===== config.mk =====
export PLATFORM = sky130hd
export DESIGN_NAME = task_dispatcher
export DESIGN_NICKNAME = d
export VERILOG_FILES = /design/src/rtl/sim_pkg.sv /design/src/rtl/task_fifo.sv /design/src/rtl/task_dispatcher.sv
export SDC_FILE = /design/constraint.sdc
export NUM_CORES = 1
export LEC_CHECK = 0
export ABC_AREA = 1
export BUFFER_PORTS_ARGS = -buffer_cell sky130_fd_sc_hd__buf_2
export CORE_ASPECT_RATIO = 0.5
export CORE_MARGIN = 2
export CORE_UTILIZATION = 35
export DETAILED_ROUTE_END_ITERATION = 7
export GPL_ROUTABILITY_DRIVEN = 0
export SYNTH_ARGS = -nofsm -noshare
export SYNTH_HDL_FRONTEND = slang
export SYNTH_SLANG_ARGS = --single-unit

===== constraint.sdc =====
create_clock -name clk_in -period 19.28 [get_ports clk_in]
set_clock_uncertainty 0.05 [all_clocks]
set_input_delay 2.892 -clock clk_in [delete_from_list [all_inputs] [get_ports clk_in]]
set_output_delay 2.892 -clock clk_in [all_outputs]
set_load 0.03 [all_outputs]

===== src/rtl/sim_pkg.sv =====
// Shared particle-simulation types: task encoding and task field layout.
// Latency: n/a (types and constants only).
// Backpressure: n/a.
package sim_pkg;

  // Matches the scheduler's task_type encoding
  typedef enum logic [1:0] {
    DENSITY = 2'd0,
    FORCE   = 2'd1
  } task_type_t;

  // Fields packed into one task word, MSB first: {x_i, x_j, P_i, P_j, rho_j}
  localparam int TASK_FIELDS = 5;
  // Field k occupies bits [k*DATA_WIDTH +: DATA_WIDTH]
  localparam int FIELD_RHO_J = 0;
  localparam int FIELD_P_J   = 1;
  localparam int FIELD_P_I   = 2;
  localparam int FIELD_X_J   = 3;
  localparam int FIELD_X_I   = 4;

  typedef enum logic [1:0] {
    ST_IDLE     = 2'd0,
    ST_ACTIVE   = 2'd1,
    ST_DRAINING = 2'd2
  } disp_state_t;

endpackage


===== src/rtl/task_fifo.sv =====
// Generic synchronous FIFO with occupancy count; head word is always visible on rd_dat_o.
// Latency: a write is visible at the head one cycle later (no bypass).
// Backpressure: none upstream; a write to a full FIFO without a same-edge read is ignored.
module task_fifo #(
  parameter int WIDTH = 82,
  parameter int DEPTH = 8
) (
  input  logic                   clk_in,
  input  logic                   rst_in,
  input  logic                   wr_en_i,
  input  logic [WIDTH-1:0]       wr_dat_i,
  input  logic                   rd_en_i,
  output logic [WIDTH-1:0]       rd_dat_o,
  output logic [$clog2(DEPTH):0] count_o,
  output logic                   full_o,
  output logic                   empty_o
);
  localparam int AW = $clog2(DEPTH);

  logic [WIDTH-1:0] mem_q [DEPTH];
  logic [AW-1:0]    wr_ptr_q;
  logic [AW-1:0]    rd_ptr_q;
  logic [AW:0]      count_q;
  logic             do_wr;
  logic             do_rd;

  assign empty_o  = (count_q == '0);
  assign full_o   = (count_q == (AW+1)'(DEPTH));
  // A read frees a slot at the same edge, so a full FIFO can still accept a write
  assign do_rd    = rd_en_i & ~empty_o;
  assign do_wr    = wr_en_i & (~full_o | do_rd);
  assign rd_dat_o = mem_q[rd_ptr_q];
  assign count_o  = count_q;

  // Pointer and occupancy bookkeeping; pointers wrap naturally since DEPTH is a power of 2
  always_ff @(posedge clk_in or negedge rst_in) begin
    if (!rst_in) begin
      wr_ptr_q <= '0;
      rd_ptr_q <= '0;
      count_q  <= '0;
    end else begin
      if (do_wr) wr_ptr_q <= wr_ptr_q + AW'(1);
      if (do_rd) rd_ptr_q <= rd_ptr_q + AW'(1);
      if (do_wr && !do_rd)      count_q <= count_q + (AW+1)'(1);
      else if (!do_wr && do_rd) count_q <= count_q - (AW+1)'(1);
    end
  end

  // Storage array; entries are don't-care until written
  always_ff @(posedge clk_in) begin
    if (do_wr) mem_q[wr_ptr_q] <= wr_dat_i;
  end

endmodule


===== src/rtl/task_dispatcher.sv =====
// Buffers scheduler tasks and hands each to one ready kernel unit, round-robin; flags frame drain.
// Latency: task sampled at edge E0 is offered (unit_valid) in the cycle after E1.
// Backpressure: none upstream (drops when full, sticky overflow); offer held until some unit is ready.
module task_dispatcher
  import sim_pkg::*;
#(
  parameter int DATA_WIDTH  = 16,
  parameter int NUM_UNITS   = 4,
  parameter int FIFO_DEPTH  = 8,
  parameter int COUNT_WIDTH = 16
) (
  input  logic                              clk_in,
  input  logic                              rst_in,
  input  logic                              frame_start,
  input  logic                              sched_done,
  input  logic                              valid_task,
  input  logic [1:0]                        task_type,
  input  logic [DATA_WIDTH*TASK_FIELDS-1:0] task_data,
  input  logic [NUM_UNITS-1:0]              unit_ready,
  output logic [NUM_UNITS-1:0]              unit_valid,
  output logic [1:0]                        unit_task_type,
  output logic [DATA_WIDTH*TASK_FIELDS-1:0] unit_task_data,
  output logic [$clog2(FIFO_DEPTH):0]       fifo_count,
  output logic                              overflow,
  output logic [COUNT_WIDTH-1:0]            density_count,
  output logic [COUNT_WIDTH-1:0]            force_count,
  output logic                              drained
);
  localparam int TW = DATA_WIDTH * TASK_FIELDS;
  localparam int PW = (NUM_UNITS > 1) ? $clog2(NUM_UNITS) : 1;

  logic                   fifo_full;
  logic                   fifo_empty;
  logic [TW+1:0]          fifo_head;
  logic                   out_vld_q;
  logic [1:0]             out_type_q;
  logic [TW-1:0]          out_dat_q;
  logic [PW-1:0]          rr_ptr_q, rr_ptr_d;
  logic [NUM_UNITS-1:0]   grant;
  logic                   xfer;
  logic                   pop;
  logic                   drain_ok;
  logic                   ovf_q, ovf_d;
  logic [COUNT_WIDTH-1:0] den_q, den_d;
  logic [COUNT_WIDTH-1:0] frc_q, frc_d;
  disp_state_t            state_q, state_d;

  task_fifo #(
    .WIDTH (TW + 2),
    .DEPTH (FIFO_DEPTH)
  ) u_fifo (
    .clk_in   (clk_in),
    .rst_in   (rst_in),
    .wr_en_i  (valid_task),
    .wr_dat_i ({task_type, task_data}),
    .rd_en_i  (pop),
    .rd_dat_o (fifo_head),
    .count_o  (fifo_count),
    .full_o   (fifo_full),
    .empty_o  (fifo_empty)
  );

  // Round-robin grant: first ready unit at or above rr_ptr, wrapping; pointer moves only on a transfer
  always_comb begin
    logic          found;
    logic [PW-1:0] idx;
    grant    = '0;
    rr_ptr_d = rr_ptr_q;
    found    = 1'b0;
    idx      = '0;
    for (int i = 0; i < NUM_UNITS; i++) begin
      idx = PW'((int'(rr_ptr_q) + i) % NUM_UNITS);
      if (!found && unit_ready[idx]) begin
        found      = 1'b1;
        grant[idx] = 1'b1;
        rr_ptr_d   = PW'((int'(idx) + 1) % NUM_UNITS);
      end
    end
    if (!out_vld_q) rr_ptr_d = rr_ptr_q;
  end

  assign unit_valid     = out_vld_q ? grant : '0;
  assign xfer           = |unit_valid;
  // Refill the output stage whenever it is empty or being emptied this edge
  assign pop            = ~fifo_empty & (~out_vld_q | xfer);
  assign drain_ok       = fifo_empty & ~out_vld_q & ~valid_task;
  assign unit_task_type = out_type_q;
  assign unit_task_data = out_dat_q;
  assign overflow       = ovf_q;
  assign density_count  = den_q;
  assign force_count    = frc_q;

  // Per-frame counters and overflow flag; a transfer coinciding with frame_start counts as the new frame's first
  always_comb begin
    den_d = den_q;
    frc_d = frc_q;
    ovf_d = ovf_q;
    if (frame_start) begin
      den_d = '0;
      frc_d = '0;
      ovf_d = 1'b0;
    end
    if (xfer && out_type_q == DENSITY && den_d != '1) den_d = den_d + COUNT_WIDTH'(1);
    if (xfer && out_type_q == FORCE   && frc_d != '1) frc_d = frc_d + COUNT_WIDTH'(1);
    if (valid_task && fifo_full && !pop) ovf_d = 1'b1;
  end

  // Frame FSM: drained pulses on the DRAINING -> IDLE transition only
  always_comb begin
    state_d = state_q;
    drained = 1'b0;
    case (state_q)
      ST_IDLE:     if (frame_start) state_d = ST_ACTIVE;
      ST_ACTIVE:   if (!frame_start && sched_done) state_d = ST_DRAINING;
      ST_DRAINING: begin
        if (frame_start) begin
          state_d = ST_ACTIVE;
        end else if (drain_ok) begin
          state_d = ST_IDLE;
          drained = 1'b1;
        end
      end
      default:     state_d = ST_IDLE;
    endcase
  end

  // Output stage, arbitration pointer, counters and FSM state
  always_ff @(posedge clk_in or negedge rst_in) begin
    if (!rst_in) begin
      out_vld_q  <= 1'b0;
      out_type_q <= '0;
      out_dat_q  <= '0;
      rr_ptr_q   <= '0;
      den_q      <= '0;
      frc_q      <= '0;
      ovf_q      <= 1'b0;
      state_q    <= ST_IDLE;
    end else begin
      if (pop) begin
        out_vld_q  <= 1'b1;
        out_type_q <= fifo_head[TW+1:TW];
        out_dat_q  <= fifo_head[TW-1:0];
      end else if (xfer) begin
        out_vld_q  <= 1'b0;
      end
      rr_ptr_q <= rr_ptr_d;
      den_q    <= den_d;
      frc_q    <= frc_d;
      ovf_q    <= ovf_d;
      state_q  <= state_d;
    end
  end

endmodule

* Word-level counts from Yosys, hierarchy flattened
Memory sizes are Yosys's and may differ from the RTL's. A register that Yosys moved wholly into a read port is not among the register bits. Cells that the tools add are included.
Word-level totals: bits in registers 48, RAM bits 656, output and inout port bits 124, input bits 91, memories 1
Operators by class: $lt $le $gt $ge 8, add/subtract/negate cells 12, reductions and logical operators 34, bitwise gates (word level) 14, equal/unequal tests 9, mux-type cells 48
Memory list:
- u_fifo.mem_q | words 8, bits a word 82, rd ports 1, clocked after memory_dff 1, write ports 1, line task_fifo.sv:20 | logic [WIDTH-1:0] mem_q [DEPTH];
Operator list (number):
- $mux W16 | 4
- $add A16 B1 Y16 const B | 2
- $ne A16 B16 Y1 const B | 2
- $mux W4 | 7
- $mux W1 | 20
- $logic_and A1 B1 Y1 | 16
- $mux W2 | 8
- $lt A2 B3 Y1 const B | 4
- $or A4 B4 Y4 | 3
- $add A2 B1 Y2 const B | 4
- $bmux W1 S2 | 4
- $demux W1 S2 | 4
- $ge A2 B1 Y1 const B | 4
- $logic_not A1 Y1 | 8
- $add A3 B1 Y3 const B | 2
- $pmux W2 S3 | 1
- $reduce_bool A2 Y1 | 3
- $and A1 B1 Y1 | 5
- $add A2 B2 Y2 const B | 2
- $add A4 B1 Y4 const B | 1
- $eq A2 B1 Y1 const B | 2
- $eq A4 B4 Y1 const B | 1
- $logic_not A2 Y1 | 2
- $logic_not A4 Y1 | 1
- other kinds (10) | 15

* Depth between registers and ports, before layout
depth in word-level cells 23, gate-level depth with buffers 25, gate-level depth less buffers 24

* Modules after synthesis
From an unflattened synthesis, not the netlist that was laid out.
Unflattened totals: cells, all modules 3054, area total of the unflattened synthesis 32830.2 µm²
Modules (own cells, without submodules):
- task_fifo | instances 1, cells each 2263, area each 26655.6 µm²
- task_dispatcher | instances 1, cells each 791, area each 6174.7 µm²

* Least setup slack after synthesis
OpenSTA, ideal clock, no wires.
path type input -> register, start point input unit_ready[1], end point memory u_fifo.mem_q[0][0] (enable), data required time 18707 ps, setup slack 11195 ps, setup time 523 ps, arrival time 7512 ps, cell stages on the path 13, path through nand2_1 -> nand3_4 -> nand2_4 -> nand2_2 -> nor2_4 -> nand3_1 -> nand2_1 -> nand2_2 -> nand2_2 -> nor2_4 -> nand3_1 -> nand2_1 -> nor2_1
On the way: word-level cells in the longest chain between the ends 21, elaborated cells on any way between the ends 33
RTL lines:
- start: declaration | line task_dispatcher.sv:19 | input logic [NUM_UNITS-1:0] unit_ready,
- $bmux W1 S2 | line task_dispatcher.sv:73 | if (!found && unit_ready[idx]) begin
- $mux W1 (implied by the code) | line task_dispatcher.sv:73
- $mux W1 | line task_dispatcher.sv:73
- $logic_not A1 Y1 | line task_dispatcher.sv:73
- $logic_and A1 B1 Y1 | line task_dispatcher.sv:73
- $mux W1 | line task_dispatcher.sv:73
- $logic_not A1 Y1 | line task_dispatcher.sv:73
- $logic_and A1 B1 Y1 | line task_dispatcher.sv:73
- [... 5 more ...]
- $reduce_or A4 Y1 (*) | line task_dispatcher.sv:83 | assign xfer = |unit_valid;
- $or A1 B1 Y1 (*) | line task_dispatcher.sv:85 | assign pop = ~fifo_empty & (~out_vld_q | xfer);
- $and A1 B1 Y1 (*) | line task_dispatcher.sv:85
- $and A1 B1 Y1 (*) | line task_fifo.sv:30 | assign do_rd = rd_en_i & ~empty_o;
- $or A1 B1 Y1 (*) | line task_fifo.sv:31 | assign do_wr = wr_en_i & (~full_o | do_rd);
- $and A1 B1 Y1 (*) | line task_fifo.sv:31
- $mux W1 (*) | line task_fifo.sv:51 | if (do_wr) mem_q[wr_ptr_q] <= wr_dat_i;
- $mux W1 (implied by the code) (*) | line task_fifo.sv:51
- end: declaration | line task_fifo.sv:20
Every way passes the cells marked *; elsewhere a longest branch is shown, timed or not. The select of a mux whose other input is x is not followed.

* Final worst setup path
start point input unit_ready[1], end point output unit_valid[2]
On the way: word-level cells in the longest chain between the ends 13, elaborated cells on any way between the ends 25
RTL lines:
- $bmux W1 S2 | line task_dispatcher.sv:73
- $mux W1 (implied by the code) | line task_dispatcher.sv:73
- $mux W1 | line task_dispatcher.sv:73
- $logic_not A1 Y1 | line task_dispatcher.sv:73
- $logic_and A1 B1 Y1 | line task_dispatcher.sv:73
- $mux W1 | line task_dispatcher.sv:73
- $logic_not A1 Y1 | line task_dispatcher.sv:73
- $logic_and A1 B1 Y1 | line task_dispatcher.sv:73
- $mux W1 | line task_dispatcher.sv:73
- $logic_not A1 Y1 | line task_dispatcher.sv:73
- $logic_and A1 B1 Y1 | line task_dispatcher.sv:73
- $mux W4 (*) | line task_dispatcher.sv:73
- $mux W4 (*) | line task_dispatcher.sv:82 | assign unit_valid = out_vld_q ? grant : '0;
- end: declaration | line task_dispatcher.sv:20 | output logic [NUM_UNITS-1:0] unit_valid,
Marked as above.

==> summary.md <==
| Metric | Value |
|---|---|
| WS Path Type | in2out |
| Synth area leaders | edfxtp_1 (63%), dfrtp_1 (10%), nand2_1 (5.6%) |
| Power consumption | around 6.3 mW |
| Prevailing post-synth register cell | edfxtp_1 |
| Source-to-sink clock delay at the later pin of the worst-skew pair | 0.65 ns |
| Die area | roughly 90,000 µm² |
| Routed WL | roughly 73,000 µm |
| DRT Pass-1 Iters | 7 |
| Number of I/O port buffers | 214 |
| Worst hold slack | between 0.4 and 0.5 ns |
| Tightest Pin Transition | 1.12 ns |
| Clk root buf | clkbuf_16 |
| Cell Pwr Density | 173 nW/µm² |
| Result of the run | finished, final reports clean |
| Worst path setup slack after routing | between 10 and 15 ns |
| Global route overflow | 0 |
| Unrepaired setup endpoints after global routing | false |
| Fin crit share | ~37% |
| IO Pins | around 220 |
| End point of the most critical hold path | unit_task_data[71]$_DFFE_PN0P_ |
| Post-Synthesis Cell Area | around 32,000 µm² |
| Count of mapped cells out of synthesis | around 2,400 |
| Simple-gate area share of the yosys netlist | about a tenth |
| Category of the worst setup path launch point | input port |
| Number of clock sinks | 786 |
| Final-report hold violation count | 0 |
| Initial antenna violation count | 10 |
| Number of pins with negative max-slew slack in the final report | 0 |
| Launch instance of the worst register-to-register path | rr_ptr_q[0]$_DFFE_PN0P_ |
| Multiplexer share of the synthesized area | 2.61% |
| DR iter-0 viols | 1,535 |
| Count of hold-fix buffers inserted at cts | 0 |
| Min Tclk post-route | ~7.1 ns |
| Final setup violation count | 0 |
| Worst vdd ir | between 200 and 250 µV |
| Post-DP HPWL | around 40,000 µm |
| Post-Place Setup Slack | 12.22 ns |
| Pin count of the biggest net entering global routing | approximately 170 |
| Worst Reg2Reg Path Length in Cells | 17 |
| Number of post-CTS setup repair buffers | 0 |
| Synthesized area per cell | 13.3 µm² |
| Clock buffer count from CTS | 75 |
| Area share of the leading cell type in the synthesized netlist | between 60% and 70% |
| Aggregate negative setup slack | 0 ns |
| Die extent in y | 216 µm |
| CTS H-tree lvls | 3 |
| All-Layer GR Usage | ~15% |
| Seq cells post-synth | a little under 800 |
| Clock tree from TritonCTS | done |
| Maximum clock path buffer count | 3 |
| Vias per Instance | approximately 5.1 |
| X dimension of the die | 428 µm |
| Placement row count | 77 |
| Routed via count | roughly 19,000 |
| Leakage | roughly 13 nW |
| Largest fanout on the critical path | 7 |
| Count of flip-flops with a built-in enable after synthesis | ~660 |
| Dominant cell type by area after synthesis | edfxtp_1 |
| Post-cts resize count | 0 |
| Via count of the first global-routing pass | about 19,000 |
| Global-route wire length before repair | 112,000 µm |
| Net total in the final layout | 2,648 |
| Most frequent cells in the layout | edfxtp_1 (656), nand2_1 (466), buf_2 (213), o21ai_0 (182), nor2_1 (138) |
| End of the worst register-to-register path | u_fifo.mem_q[7][19]$_DFFE_PP_ |
| Critical Path End Type | output pin |
| Max-slew headroom at the worst pin | 25.6% |
| Synth Area in Adders | less than 1% |
| Portion of the post-synthesis area used by sequential elements | between 70% and 80% |
| Arrival time reported for the critical path endpoint | 4.15 ns |
| Setup slack on the worst flop-to-flop path | between 10 and 15 ns |
| Highest achievable clock rate | about 140 MHz |
| Count of unique library cells instantiated by Yosys | 36 |
| Data required time at the worst endpoint | approximately 16 ns |
| CORE AREA | around 90,000 µm² |
| Yosys warning count | 0 |
| Critical hold path startpoint | unit_task_data[71]$_DFFE_PN0P_ |
| Synth-to-layout area growth | 15.3% |
| Combinational family with the most area after synthesis | compound AO/OA/AOI/OAI gates |
| Path category of the worst min-delay check | reg2reg |
| CTS clock-pin slew for the worst setup and hold paths | 0.06 ns |
| Initial core utilization | a little over a third |
| Number of nets with antenna violations after detailed routing | 0 |
| Cell count of the worst hold path | 2 |
| Syn nets | between 2,000 and 2,500 |
| Wire per inst | between 15 and 20 µm |
| Async set or reset register ratio after synthesis | between 15 and 20% |
| Maxcap violations | 0 |
| Synthesized-area fraction occupied by ao, oa, aoi and oai cells | about a tenth |
| Drc violations | 0 |
| Fraction of final layout cells with drive strength greater than 1 | 17.2% |
| Post-Synth XOR/XNOR Area | under 10% |
| Commonest non-fill, non-tap cell in the layout | edfxtp_1 |
==> layer usage <==
metal  track usage (%)  routed length (µm)  share of wire (%)  vias up
li1                  -                   -                  -     9067
met1              20.4               32000                 44     9615
met2              26.5               36700                 50      463
met3              2.75                3290                4.5       94
met4              3.82                1220                1.7        0
met5                 0                   0                  0        -
==> per-stage QoR <==
step	instance area, µm²	util [%]	cells
finish	36300	41.0	3794
global route	36300	41.0	3794
CTS	36300	40.9	3789
detailed placement	33700	38.0	3649
global placement	33700	38.0	3649
floorplan	31500	-	2369
==> cell type report <==
| cell class | instances | area (µm²) |
|---|---|---|
| Timing Repair Buffer | 241 | 1290 |
| Sequential cell | 786 | 23000 |
| Multi-Input combinational cell | 1368 | 7700 |
| Clock buffer | 98 | 2010 |
| Fill cell | 8137 | 52400 |
| Tap cell | 1185 | 1480 |
| Clock inverter | 42 | 612 |
| Inverter | 69 | 269 |
| Antenna cell | 5 | 12.5 |
==> synthesized netlist by cell type, types with 3 or more instances <==
cell,instances
clkbuf_1,113
ha_1,15
dfrtp_1,130
a21oi_1,83
o221ai_1,82
nand2_4,3
buf_2,10
a32oi_1,82
nand4_1,5
mux2i_1,82
nor3_1,12
o21ai_0,182
edfxtp_1,656
o21ai_1,47
nand2_2,34
nor2_1,146
xnor2_1,13
nor4_1,5
nand3_1,42
inv_1,67
buf_1,9
buf_6,14
xor2_1,23
o21ai_2,33
nand2_1,466
==> how the worst max path moves through the flow <==
stage	slack [ns]	from	cells after the start	endpoint
2_1_floorplan	11.20	unit_ready[1]	13	u_fifo.mem_q[0][0]$_DFFE_PP_
3_5_place_dp	12.22	unit_ready[1]	11	unit_valid[2]
6_report	12.19	unit_ready[1]	11	unit_valid[2]
5_1_grt	12.09	unit_ready[1]	11	unit_valid[2]
3_3_place_gp	12.26	unit_ready[1]	11	unit_valid[2]
4_1_cts	12.22	unit_ready[1]	11	unit_valid[2]
==> worst max-delay path, stage by stage <==
cell and delay [ns]:
buf_2 0.12, nand2_1 0.12, nand3_4 0.12, nand2_4 0.13, nand2_2 0.07, nor2_4 0.15, nand3_1 0.12, nand2_1 0.08
nand2_1 0.09, inv_1 0.08, buf_2 0.19
==> where the power goes <==
group	leakage, nW	switching (mW)	internal (mW)
sequential	7.58	0.185	2.20
clock	1.28	0.664	0.902
combinational	4.20	1.64	0.688
==> flip-flops by register name, summed over array words and instances (netlist names) <==
| name | flops |
|---|---|
| u_fifo.mem_q | 656 |
| unit_task_data | 80 |
| density_count | 16 |
| force_count | 16 |
| u_fifo.count_o | 4 |
| u_fifo.rd_ptr_q | 3 |
| u_fifo.wr_ptr_q | 3 |
| rr_ptr_q | 2 |
| state_q | 2 |
| unit_task_type | 2 |
| out_vld_q | 1 |
| overflow | 1 |
==> cell families (layout without fill, tap and decap cells) <==
logic type / after synthesis / in the layout
flip-flops: 786 / 786
AND/OR/NAND/NOR: 718 / 718
AO/OA/AOI/OAI: 516 / 516
buffers and inverters: 215 / 450
multiplexers: 82 / 82
XOR/XNOR: 36 / 36
adder cells (fa/ha/maj): 16 / 16
other: 0 / 5
No activity file was read; power rests on OpenSTA's default activity.
